**src/rtl/oc_wormhole_arbiter_if.sv**
```systemverilog
// Request/grant bundle between the per-input routing logic and one output-channel arbiter.
// Handshake: a flit moves from input k when xfer_o[k]=1, i.e. grant_o[k] & req_i[k] & oc_ready_i.
interface oc_wormhole_arbiter_if #(
    parameter int IN_N  = 5,
    parameter int SEL_W = 3
);
    logic [IN_N-1:0]  req_i;
    logic [IN_N-1:0]  head_i;
    logic [IN_N-1:0]  tail_i;
    logic             oc_ready_i;
    logic [IN_N-1:0]  grant_o;
    logic [SEL_W-1:0] sel_o;
    logic [IN_N-1:0]  xfer_o;
    logic             oc_valid_o;
    logic             busy_o;
    logic             dbg_state_o;
    logic [SEL_W-1:0] dbg_ptr_o;

    modport slave (
        input  req_i, head_i, tail_i, oc_ready_i,
        output grant_o, sel_o, xfer_o, oc_valid_o, busy_o, dbg_state_o, dbg_ptr_o
    );

    modport master (
        output req_i, head_i, tail_i, oc_ready_i,
        input  grant_o, sel_o, xfer_o, oc_valid_o, busy_o, dbg_state_o, dbg_ptr_o
    );
endinterface

```
**src/rtl/oc_wormhole_arbiter.sv**
```systemverilog
// Round-robin output-channel arbiter that locks the output to one input for a whole
// wormhole packet (head to tail) and drives the crossbar select and per-input pop strobes.
module oc_wormhole_arbiter #(
    parameter int IN_N  = 5,
    parameter int SEL_W = 3
) (
    input  logic                   clk_i,
    input  logic                   rst_ni,
    oc_wormhole_arbiter_if.slave   bus
);
    typedef enum logic {
        ST_IDLE   = 1'b0,
        ST_LOCKED = 1'b1
    } state_t;

    state_t           r_state;
    state_t           w_state_nxt;
    logic [SEL_W-1:0] r_ptr;
    logic [SEL_W-1:0] w_ptr_nxt;
    logic [IN_N-1:0]  r_grant;
    logic [IN_N-1:0]  w_grant_nxt;
    logic [SEL_W-1:0] r_sel;
    logic [SEL_W-1:0] w_sel_nxt;
    logic [IN_N-1:0]  w_elig;
    logic [SEL_W-1:0] w_win;
    logic [IN_N-1:0]  w_xfer;
    logic             w_tail_xfer;

    // First eligible index scanning ptr, ptr+1, ... with wrap at IN_N.
    function automatic logic [SEL_W-1:0] rr_pick(input logic [IN_N-1:0]  elig,
                                                 input logic [SEL_W-1:0] ptr);
        logic [SEL_W-1:0] pick;
        logic             found;
        int               j;
        pick  = '0;
        found = 1'b0;
        for (int i = 0; i < IN_N; i++) begin
            j = int'(ptr) + i;
            if (j >= IN_N) j = j - IN_N;
            if (!found && elig[j]) begin
                pick  = SEL_W'(j);
                found = 1'b1;
            end
        end
        return pick;
    endfunction

    always_comb begin
        w_elig      = bus.req_i & bus.head_i;
        w_win       = rr_pick(w_elig, r_ptr);
        w_xfer      = (r_state == ST_LOCKED) ? (r_grant & bus.req_i & {IN_N{bus.oc_ready_i}})
                                             : '0;
        w_tail_xfer = |(w_xfer & bus.tail_i);

        w_state_nxt = r_state;
        w_ptr_nxt   = r_ptr;
        w_grant_nxt = r_grant;
        w_sel_nxt   = r_sel;
        case (r_state)
            ST_IDLE: begin
                if (|w_elig) begin
                    w_state_nxt = ST_LOCKED;
                    w_grant_nxt = IN_N'(1) << w_win;
                    w_sel_nxt   = w_win;
                end
            end
            ST_LOCKED: begin
                // Pointer only advances on tail transfer, which is what bounds starvation.
                if (w_tail_xfer) begin
                    w_state_nxt = ST_IDLE;
                    w_grant_nxt = '0;
                    w_sel_nxt   = '0;
                    w_ptr_nxt   = (r_sel == SEL_W'(IN_N - 1)) ? '0 : r_sel + SEL_W'(1);
                end
            end
            default: begin
                w_state_nxt = ST_IDLE;
                w_grant_nxt = '0;
                w_sel_nxt   = '0;
            end
        endcase
    end

    always_ff @(posedge clk_i) begin
        if (!rst_ni) begin
            r_state <= ST_IDLE;
            r_ptr   <= '0;
            r_grant <= '0;
            r_sel   <= '0;
        end else begin
            r_state <= w_state_nxt;
            r_ptr   <= w_ptr_nxt;
            r_grant <= w_grant_nxt;
            r_sel   <= w_sel_nxt;
        end
    end

`ifndef SYNTHESIS
    always_ff @(posedge clk_i) begin
        if (rst_ni) begin
            assert ($onehot0(r_grant))
                else $error("grant_o not one-hot or zero: %b", r_grant);
        end
    end
`endif

    assign bus.grant_o     = r_grant;
    assign bus.sel_o       = r_sel;
    assign bus.xfer_o      = w_xfer;
    assign bus.oc_valid_o  = |w_xfer;
    assign bus.busy_o      = (r_state == ST_LOCKED);
    assign bus.dbg_state_o = r_state;
    assign bus.dbg_ptr_o   = r_ptr;
endmodule

```
**src/flat_wrapper.sv**
```systemverilog
// flat-port wrapper written by rule: the top's interface ports become plain ports
module oc_wormhole_arbiter_flat 
#(
    parameter int IN_N  = 5,
    parameter int SEL_W = 3
)
  (clk_i, rst_ni, bus_req_i, bus_head_i, bus_tail_i, bus_oc_ready_i, bus_grant_o, bus_sel_o, bus_xfer_o, bus_oc_valid_o, bus_busy_o, bus_dbg_state_o, bus_dbg_ptr_o);
  oc_wormhole_arbiter_if #(.IN_N(IN_N), .SEL_W(SEL_W)) bus_i ();
  input  logic clk_i;
  input  logic rst_ni;
  input wire logic [$bits(bus_i.req_i)-1:0] bus_req_i;
  input wire logic [$bits(bus_i.head_i)-1:0] bus_head_i;
  input wire logic [$bits(bus_i.tail_i)-1:0] bus_tail_i;
  input wire logic [$bits(bus_i.oc_ready_i)-1:0] bus_oc_ready_i;
  output wire logic [$bits(bus_i.grant_o)-1:0] bus_grant_o;
  output wire logic [$bits(bus_i.sel_o)-1:0] bus_sel_o;
  output wire logic [$bits(bus_i.xfer_o)-1:0] bus_xfer_o;
  output wire logic [$bits(bus_i.oc_valid_o)-1:0] bus_oc_valid_o;
  output wire logic [$bits(bus_i.busy_o)-1:0] bus_busy_o;
  output wire logic [$bits(bus_i.dbg_state_o)-1:0] bus_dbg_state_o;
  output wire logic [$bits(bus_i.dbg_ptr_o)-1:0] bus_dbg_ptr_o;
  assign bus_i.req_i = bus_req_i;
  assign bus_i.head_i = bus_head_i;
  assign bus_i.tail_i = bus_tail_i;
  assign bus_i.oc_ready_i = bus_oc_ready_i;
  assign bus_grant_o = bus_i.grant_o;
  assign bus_sel_o = bus_i.sel_o;
  assign bus_xfer_o = bus_i.xfer_o;
  assign bus_oc_valid_o = bus_i.oc_valid_o;
  assign bus_busy_o = bus_i.busy_o;
  assign bus_dbg_state_o = bus_i.dbg_state_o;
  assign bus_dbg_ptr_o = bus_i.dbg_ptr_o;
  oc_wormhole_arbiter #(.IN_N(IN_N), .SEL_W(SEL_W)) u_core (.clk_i(clk_i), .rst_ni(rst_ni), .bus(bus_i));
endmodule
```
**config.mk**
```make
export PLATFORM = sky130hd
export DESIGN_NAME = oc_wormhole_arbiter_flat
export DESIGN_NICKNAME = d
export VERILOG_FILES = /design/src/rtl/oc_wormhole_arbiter_if.sv /design/src/rtl/oc_wormhole_arbiter.sv /design/src/flat_wrapper.sv
export SDC_FILE = /design/constraint.sdc
export NUM_CORES = 1
export LEC_CHECK = 0
export ABC_CLOCK_PERIOD_IN_PS = 3500
export CAP_MARGIN = 0
export CELL_PAD_IN_SITES_DETAIL_PLACEMENT = 1
export CELL_PAD_IN_SITES_GLOBAL_PLACEMENT = 2
export CORE_MARGIN = 3
export CORE_UTILIZATION = 26
export DETAILED_ROUTE_END_ITERATION = 8
export PLACE_DENSITY_LB_ADDON = 0.1
export SLEW_MARGIN = 15
export SYNTH_ARGS = -nofsm -noshare
export SYNTH_HDL_FRONTEND = slang
export SYNTH_SLANG_ARGS = --single-unit
```
**constraint.sdc**
```tcl
create_clock -name clk_i -period 3.5 [get_ports clk_i]
set_input_delay 0.35 -clock clk_i [delete_from_list [all_inputs] [get_ports clk_i]]
set_output_delay 0.35 -clock clk_i [all_outputs]
set_load 0.05 [all_outputs]
```
* Word level (Yosys, flattened, before mapping)
Cells that the tools add are included.
** Word-level totals
- Output and inout port bits :: 19
- Logic and storage cells :: 86
- Flip-flop bits (word level) :: 12
** Cells by class
- Bitwise operators :: 5
- Equal/unequal tests :: 3
- Shifts and indexed selects :: 1
- Reductions and logical operators :: 13
- Magnitude comparators :: 10
- $add $sub $neg :: 10
- Multiplexer cells :: 40
** Operator list (number)
- < comparator 32 x 5 -> 1 bit, second input constant :: 5
- 2-to-1 mux 32 bit :: 5
- >= comparator 32 x 4 -> 1 bit, second input constant :: 4
- subtractor 32 x 4 -> 32 bit, second input constant :: 4
- 2-to-1 mux 3 bit :: 8
- AND 5 bit :: 4
- 2-to-1 mux 1 bit :: 16
- binary-select mux 1 bit (select 3 bit) :: 5
- 2-to-1 mux 5 bit :: 3
- OR reduction 5 bit :: 3
- case mux 5 bit (2 select lines) :: 1
- adder 3 x 2 -> 4 bit, second input constant :: 2
- case mux 3 bit (2 select lines) :: 1
- left shift 1 x 3 -> 5 bit, first input constant :: 1
- adder 3 x 1 -> 4 bit, second input constant :: 1
- adder 3 x 3 -> 4 bit, second input constant :: 1
- logical AND 1 bit :: 4
- logical NOT 1 bit :: 4
- AND reduction 2 bit :: 2
- subtractor 3 x 3 -> 4 bit, second input constant :: 1
- adder 3 x 1 -> 3 bit, second input constant :: 1
- == test 3 bit, second input constant :: 1
- >= comparator 3 bit, second input constant :: 1
- inequality test 2 x 1 -> 1 bit, second input constant :: 1
- 3 further kinds :: 3

* Longest topological paths before layout
- Depth after elaboration :: 21
- Depth in mapped cells :: 14
- Gate-level depth less buffers :: 12

* Worst setup path before layout
OpenSTA, ideal clock, no wires.
- Path kind :: reg-to-reg
- Start :: register u_core.r_ptr[1], in the netlist u_core.bus.dbg_ptr_o[1]
- End :: register u_core.r_grant[1], in the netlist u_core.bus.grant_o[1]
- Buffers on the path :: 1
- Arrival time :: 3.660 ns
- Stages on the path, launching flop included :: 12
- Slack :: -0.277 ns
- Library setup time :: 0.117 ns
- Path through :: dfxtp_1 clkbuf_1 inv_1 ha_1 ha_1 a21o_1 mux4_2 or3_4 nand2_1 o311a_1 o211ai_4 a32o_1
** Between the ends
- Cells in the longest elaborated chain, start to end :: 21
- Elaborated cells between the ends (all ways) :: 54
- Classes of those cells :: add/sub: 9; order compare: 5; shift: 1; mux: 31; reduce/logical: 8
** Ends and longest elaborated chain
- start: declaration :: RTL line oc_wormhole_arbiter.sv:18 : logic [SEL_W-1:0] r_ptr;
- start signal: assignment :: RTL line oc_wormhole_arbiter.sv:92 : r_ptr <= w_ptr_nxt;
- parallel branches: the longest is 17 deep, another holds subtractor 32 x 4 -> 32 bit
- 2-to-1 mux 3 bit * :: RTL line oc_wormhole_arbiter.sv:40 : if (!found && elig[j]) begin
- left shift 1 x 3 -> 5 bit * :: RTL line oc_wormhole_arbiter.sv:63 : w_grant_nxt = IN_N'(1) << w_win;
- 2-to-1 mux 5 bit * :: RTL line oc_wormhole_arbiter.sv:61 : if (|w_elig) begin
- case mux 5 bit (2 select lines) * :: RTL line oc_wormhole_arbiter.sv:59 : case (r_state)
- end signal: assignment :: RTL line oc_wormhole_arbiter.sv:93 : r_grant <= w_grant_nxt;
- end: declaration :: RTL line oc_wormhole_arbiter.sv:20 : logic [IN_N-1:0] r_grant;
Every way passes the cells marked *. The select of a mux whose other input is x is not followed.
A chain may end at the register's enable or synchronous reset.

* Worst setup path in the final report
- Start :: register u_core.r_ptr[0], in the netlist u_core.bus.dbg_ptr_o[0]
- End :: register u_core.r_grant[2], in the netlist u_core.bus.grant_o[2]
Same word-level chain as after synthesis.

==> summary.md <==
| Metric | Value |
|---|---|
| Status | finished, final reports clean |
| Slowest-stage cell, CP | or2_2 |
| Post-Synth Simple-Gate Area | 0.338 |
| Critical Path Sink Type | register |
| Worst hold path type | register to register |
| Ys async rst share | 0 |
| Number of synthesized flops with an enable pin | 0 |
| Die H | 89.0 µm |
| TritonCTS Sinks | 12 |
| Total power | 0.629 mW |
| Remaining DRCs | 0 |
| Proportion of layout cells with a drive suffix above 1 | 0.121 |
| Least-Margin Pin Slew | 0.659 ns |
| Antenna viol nets, final | 0 |
| Ant. Diodes | 0 |
| Synth area leader | dfxtp_1 |
| Mapped Cells | 246 |
| Routed vias | 2,051 |
| Net Switching | 0.258 mW |
| Synth Cell Area | 1790 µm² |
| Io pins | 37 |
| Period utilization | 0.934 |
| Worst r2r path cells | 10 |
| Main combinational cell family by area after synthesis | simple AND/OR/NAND/NOR gates |
| Comb power frac | 0.495 |
| Post-DP HPWL | 5610 µm |
| Vias/cell | 5.60 |
| Synth area leaders | dfxtp_1 (13%), ha_1 (7.7%), nor2_1 (5.2%) |
| Most common flop cell mapped by yosys | dfxtp_1 |
| GRT Util Overall | 0.183 |
| Clock buffer count from CTS | 3 |
| CTS max path bufs | 2 |
| Final WL | 6970 µm |
| Power Density | 267 nW/µm² |
| Compound-Gate Fraction of Synth Area | 0.338 |
| Area of the core | 6490 µm² |
| Post-synth cell types | 59 |
| Relative slew slack | 0.557 |
| Hold_ws | 0.480 ns |
| Clock-pin slew on the worst setup and hold paths | 0.06 ns |
| Final Skew | 0.00681 ns |
| Seq cells post-synth | 12 |
| Reg2reg end | u_core.bus.grant_o[2]$_SDFFE_PN0P_ |
| RR Startpoint | u_core.bus.dbg_ptr_o[0]$_SDFFE_PN0P_ |
| CP peak stage delay | 0.38 ns |
| GP Congestion | 0.838 |
| Vias in the first global route | 2,072 |
| Max Slew Vio Count | 0 |
| Layout net count | 320 |
| Clk pwr share | 0.251 |
| XOR/XNOR Fraction of Synth Area | 0.00489 |
| Top-count cell post-synth | nor2_1 |
| Syn avg cell area | 7.28 µm² |
| Initial antenna violation count | 0 |
| Port Buf Inserts | 36 |
| Startpoint types | register |
| Inst Count DP | 361 |
| Internal | 0.371 mW |
| Yosys warnings | 0 |
| Pin count of the biggest net entering global routing | 31 |
| Mux share of post-synthesis cell area | 0.0405 |
| Leak | 0.904 nW |
| CP Max Fanout | 30 |
| CTS tree | built |
| Seq pwr share | 0.254 |
| Commonest cells post-synth | nor2_1 (25), nand2_1 (24), dfxtp_1 (12), o21ai_0 (12) |
| Die X | 89.0 µm |
| WL/cell | 19.1 µm |
| Final Util | 0.363 |
| Critical Path RT | 3.65 ns |
| Peak supply drop | 0.000158 V |
| Post-synthesis sequential area ratio | 0.134 |
| Syn nets | 276 |
| Die area | 7920 µm² |
| Core Rows | 29 |
| Hold depth | 2 |
| Yosys top cell area share | 0.134 |
| Sw Share | 0.410 |
| Delay-heaviest family, CP | compound AO/OA/AOI/OAI gates |
| Worst setup margin | 0.232 ns |
| Reg2Reg Setup Slack | 0.23 ns |
| # hold bufs at CTS | 0 |
| Clock Latency Late Sink | 0.25 ns |
| WP data arrival | 3.42 ns |
| CP cell instances | buf_4, ha_1, a21o_1, mux2i_1, o211ai_1, or2_2, o21ai_0, a211oi_1, or2_1, o41ai_2 |
| Non-Filler Instances | 366 |
| Final hold vios | 0 |
| End of the worst hold path | u_core.bus.grant_o[0]$_SDFFE_PN0P_ |
| Crit path buf inv count | 1 |
| Final setup fails | 0 |
| Post-layout minimum cycle time | 3.27 ns |
| First-pass GRT wire length | 11,300 µm |
| Post-synthesis to final-layout area growth | 31.8% |
| CTS H-tree lvls | 1 |
| 1st-pass router iterations | 4 |
| FMAX | 306 MHz |
| Crit path from | u_core.bus.dbg_ptr_o[0]$_SDFFE_PN0P_ |
| Initial DRC count | 105 |
| Grt ovf | 0 |
| Hold path startpoint | u_core.bus.grant_o[0]$_SDFFE_PN0P_ |
| Root Buffer | clkbuf_8 |
| Initial core utilization | 0.276 |
| # Max-Cap Violations | 0 |
| Worst Setup Path Type | register to register |
| Worst slack at placement | 0.211 ns |
| Synth Area in Adders | 0.0881 |
[power groups by stage]
stage / Combinational, mW / Sequential (mW) / Clock [mW]
global placement: 0.310 / 0.163 / 0
global route: 0.339 / 0.162 / 0.164
detailed placement: 0.308 / 0.163 / 0
finish: 0.311 / 0.160 / 0.158
floorplan: 0.167 / 0.198 / 0
CTS: 0.310 / 0.160 / 0.162
[layer usage]
| metal | global-route usage | vias to the layer above | routed length (µm) |
|---|---|---|---|
| met5 | 0 | - | 0 |
| met2 | 0.289 | 29 | 3200 |
| met4 | 0.0203 | 0 | 21 |
| li1 | - | 1012 | - |
| met3 | 0.0194 | 2 | 134 |
| met1 | 0.274 | 1008 | 3620 |
[cell families (layout without fill, tap and decap cells)]
group / Yosys count / after routing
muxes: 6 / 6
and+or+nand+nor: 114 / 114
buffers and inverters: 22 / 65
xor gates and xnor gates: 1 / 1
AOI/OAI and AO/OA: 79 / 79
adders and majority gates: 12 / 12
DFF: 12 / 12
[stage by stage]
step | cell area, µm² | TNS [ns]
final | 2360 | 0
after floorplan | 1800 | 0
after global routing | 2360 | -0.00832
after detailed placement | 2290 | 0
after CTS | 2340 | 0
after global placement | 2290 | 0
[cell usage in the layout, fill, tap and decap left out, types with 3 or more instances in the layout]
| master | netlist | routed |
|---|---|---|
| nor3_1 | 6 | 6 |
| nand3_1 | 8 | 8 |
| or3_1 | 7 | 7 |
| nand2b_1 | 7 | 7 |
| o211ai_1 | 5 | 5 |
| nand2_1 | 24 | 24 |
| a21oi_1 | 10 | 10 |
| nor2b_1 | 4 | 4 |
| ha_1 | 11 | 10 |
| a32o_1 | 3 | 3 |
| dfxtp_1 | 12 | 9 |
| clkbuf_8 | 0 | 4 |
| clkdlybuf4s50_1 | 0 | 36 |
| a211oi_1 | 5 | 4 |
| and3_1 | 6 | 6 |
| inv_1 | 11 | 11 |
| a221oi_1 | 4 | 4 |
| buf_4 | 2 | 14 |
| o21ai_0 | 12 | 12 |
| and2_1 | 10 | 10 |
| nor2_1 | 25 | 25 |
| nand4_1 | 5 | 5 |
| or2_2 | 3 | 3 |
| a22oi_1 | 3 | 3 |
| a21o_1 | 5 | 5 |
| o31a_1 | 3 | 3 |
| a31oi_1 | 4 | 4 |
| mux2i_1 | 5 | 5 |
[worst max-delay path by stage]
stage	endpoint	depth (start not counted)
floorplan	u_core.bus.grant_o[1]$_SDFFE_PN0P_	11
global placement	u_core.bus.grant_o[2]$_SDFFE_PN0P_	10
detailed placement	u_core.bus.grant_o[2]$_SDFFE_PN0P_	12
CTS	u_core.bus.grant_o[2]$_SDFFE_PN0P_	12
global route	u_core.bus.grant_o[2]$_SDFFE_PN0P_	12
finish	u_core.bus.grant_o[2]$_SDFFE_PN0P_	10
[worst register-to-register path, delay by kind of cell (launching register included)]
kind | cells | cell delay (ns)
AOI/OAI and AO/OA | 5 | 1.23
and+or+nand+nor | 2 | 0.67
DFF | 1 | 0.34
adders and majority gates | 1 | 0.33
buffers and inverters | 1 | 0.30
muxes | 1 | 0.30
[sequential cells by signal, indices dropped and copies added, names as in the netlist]
signal and cells:
u_core.bus.grant_o 5, u_core.bus.dbg_ptr_o 3, u_core.bus.sel_o 3, u_core.bus.busy_o 1
[area by class of cell]
class | count | area, µm²
inverter | 11 | 41.3
fill | 813 | 4140
timing repair buffer | 50 | 465
sequential | 12 | 246
tap | 77 | 96.3
clock buffer | 4 | 55.1
multi-input combinational | 212 | 1460
[what timing repair did]
action                     in CTS  in global routing
setup endpoints to repair       0                  2
resized for setup               0                  2
buffers inserted                0                  1
No activity file was read; power rests on OpenSTA's default activity.
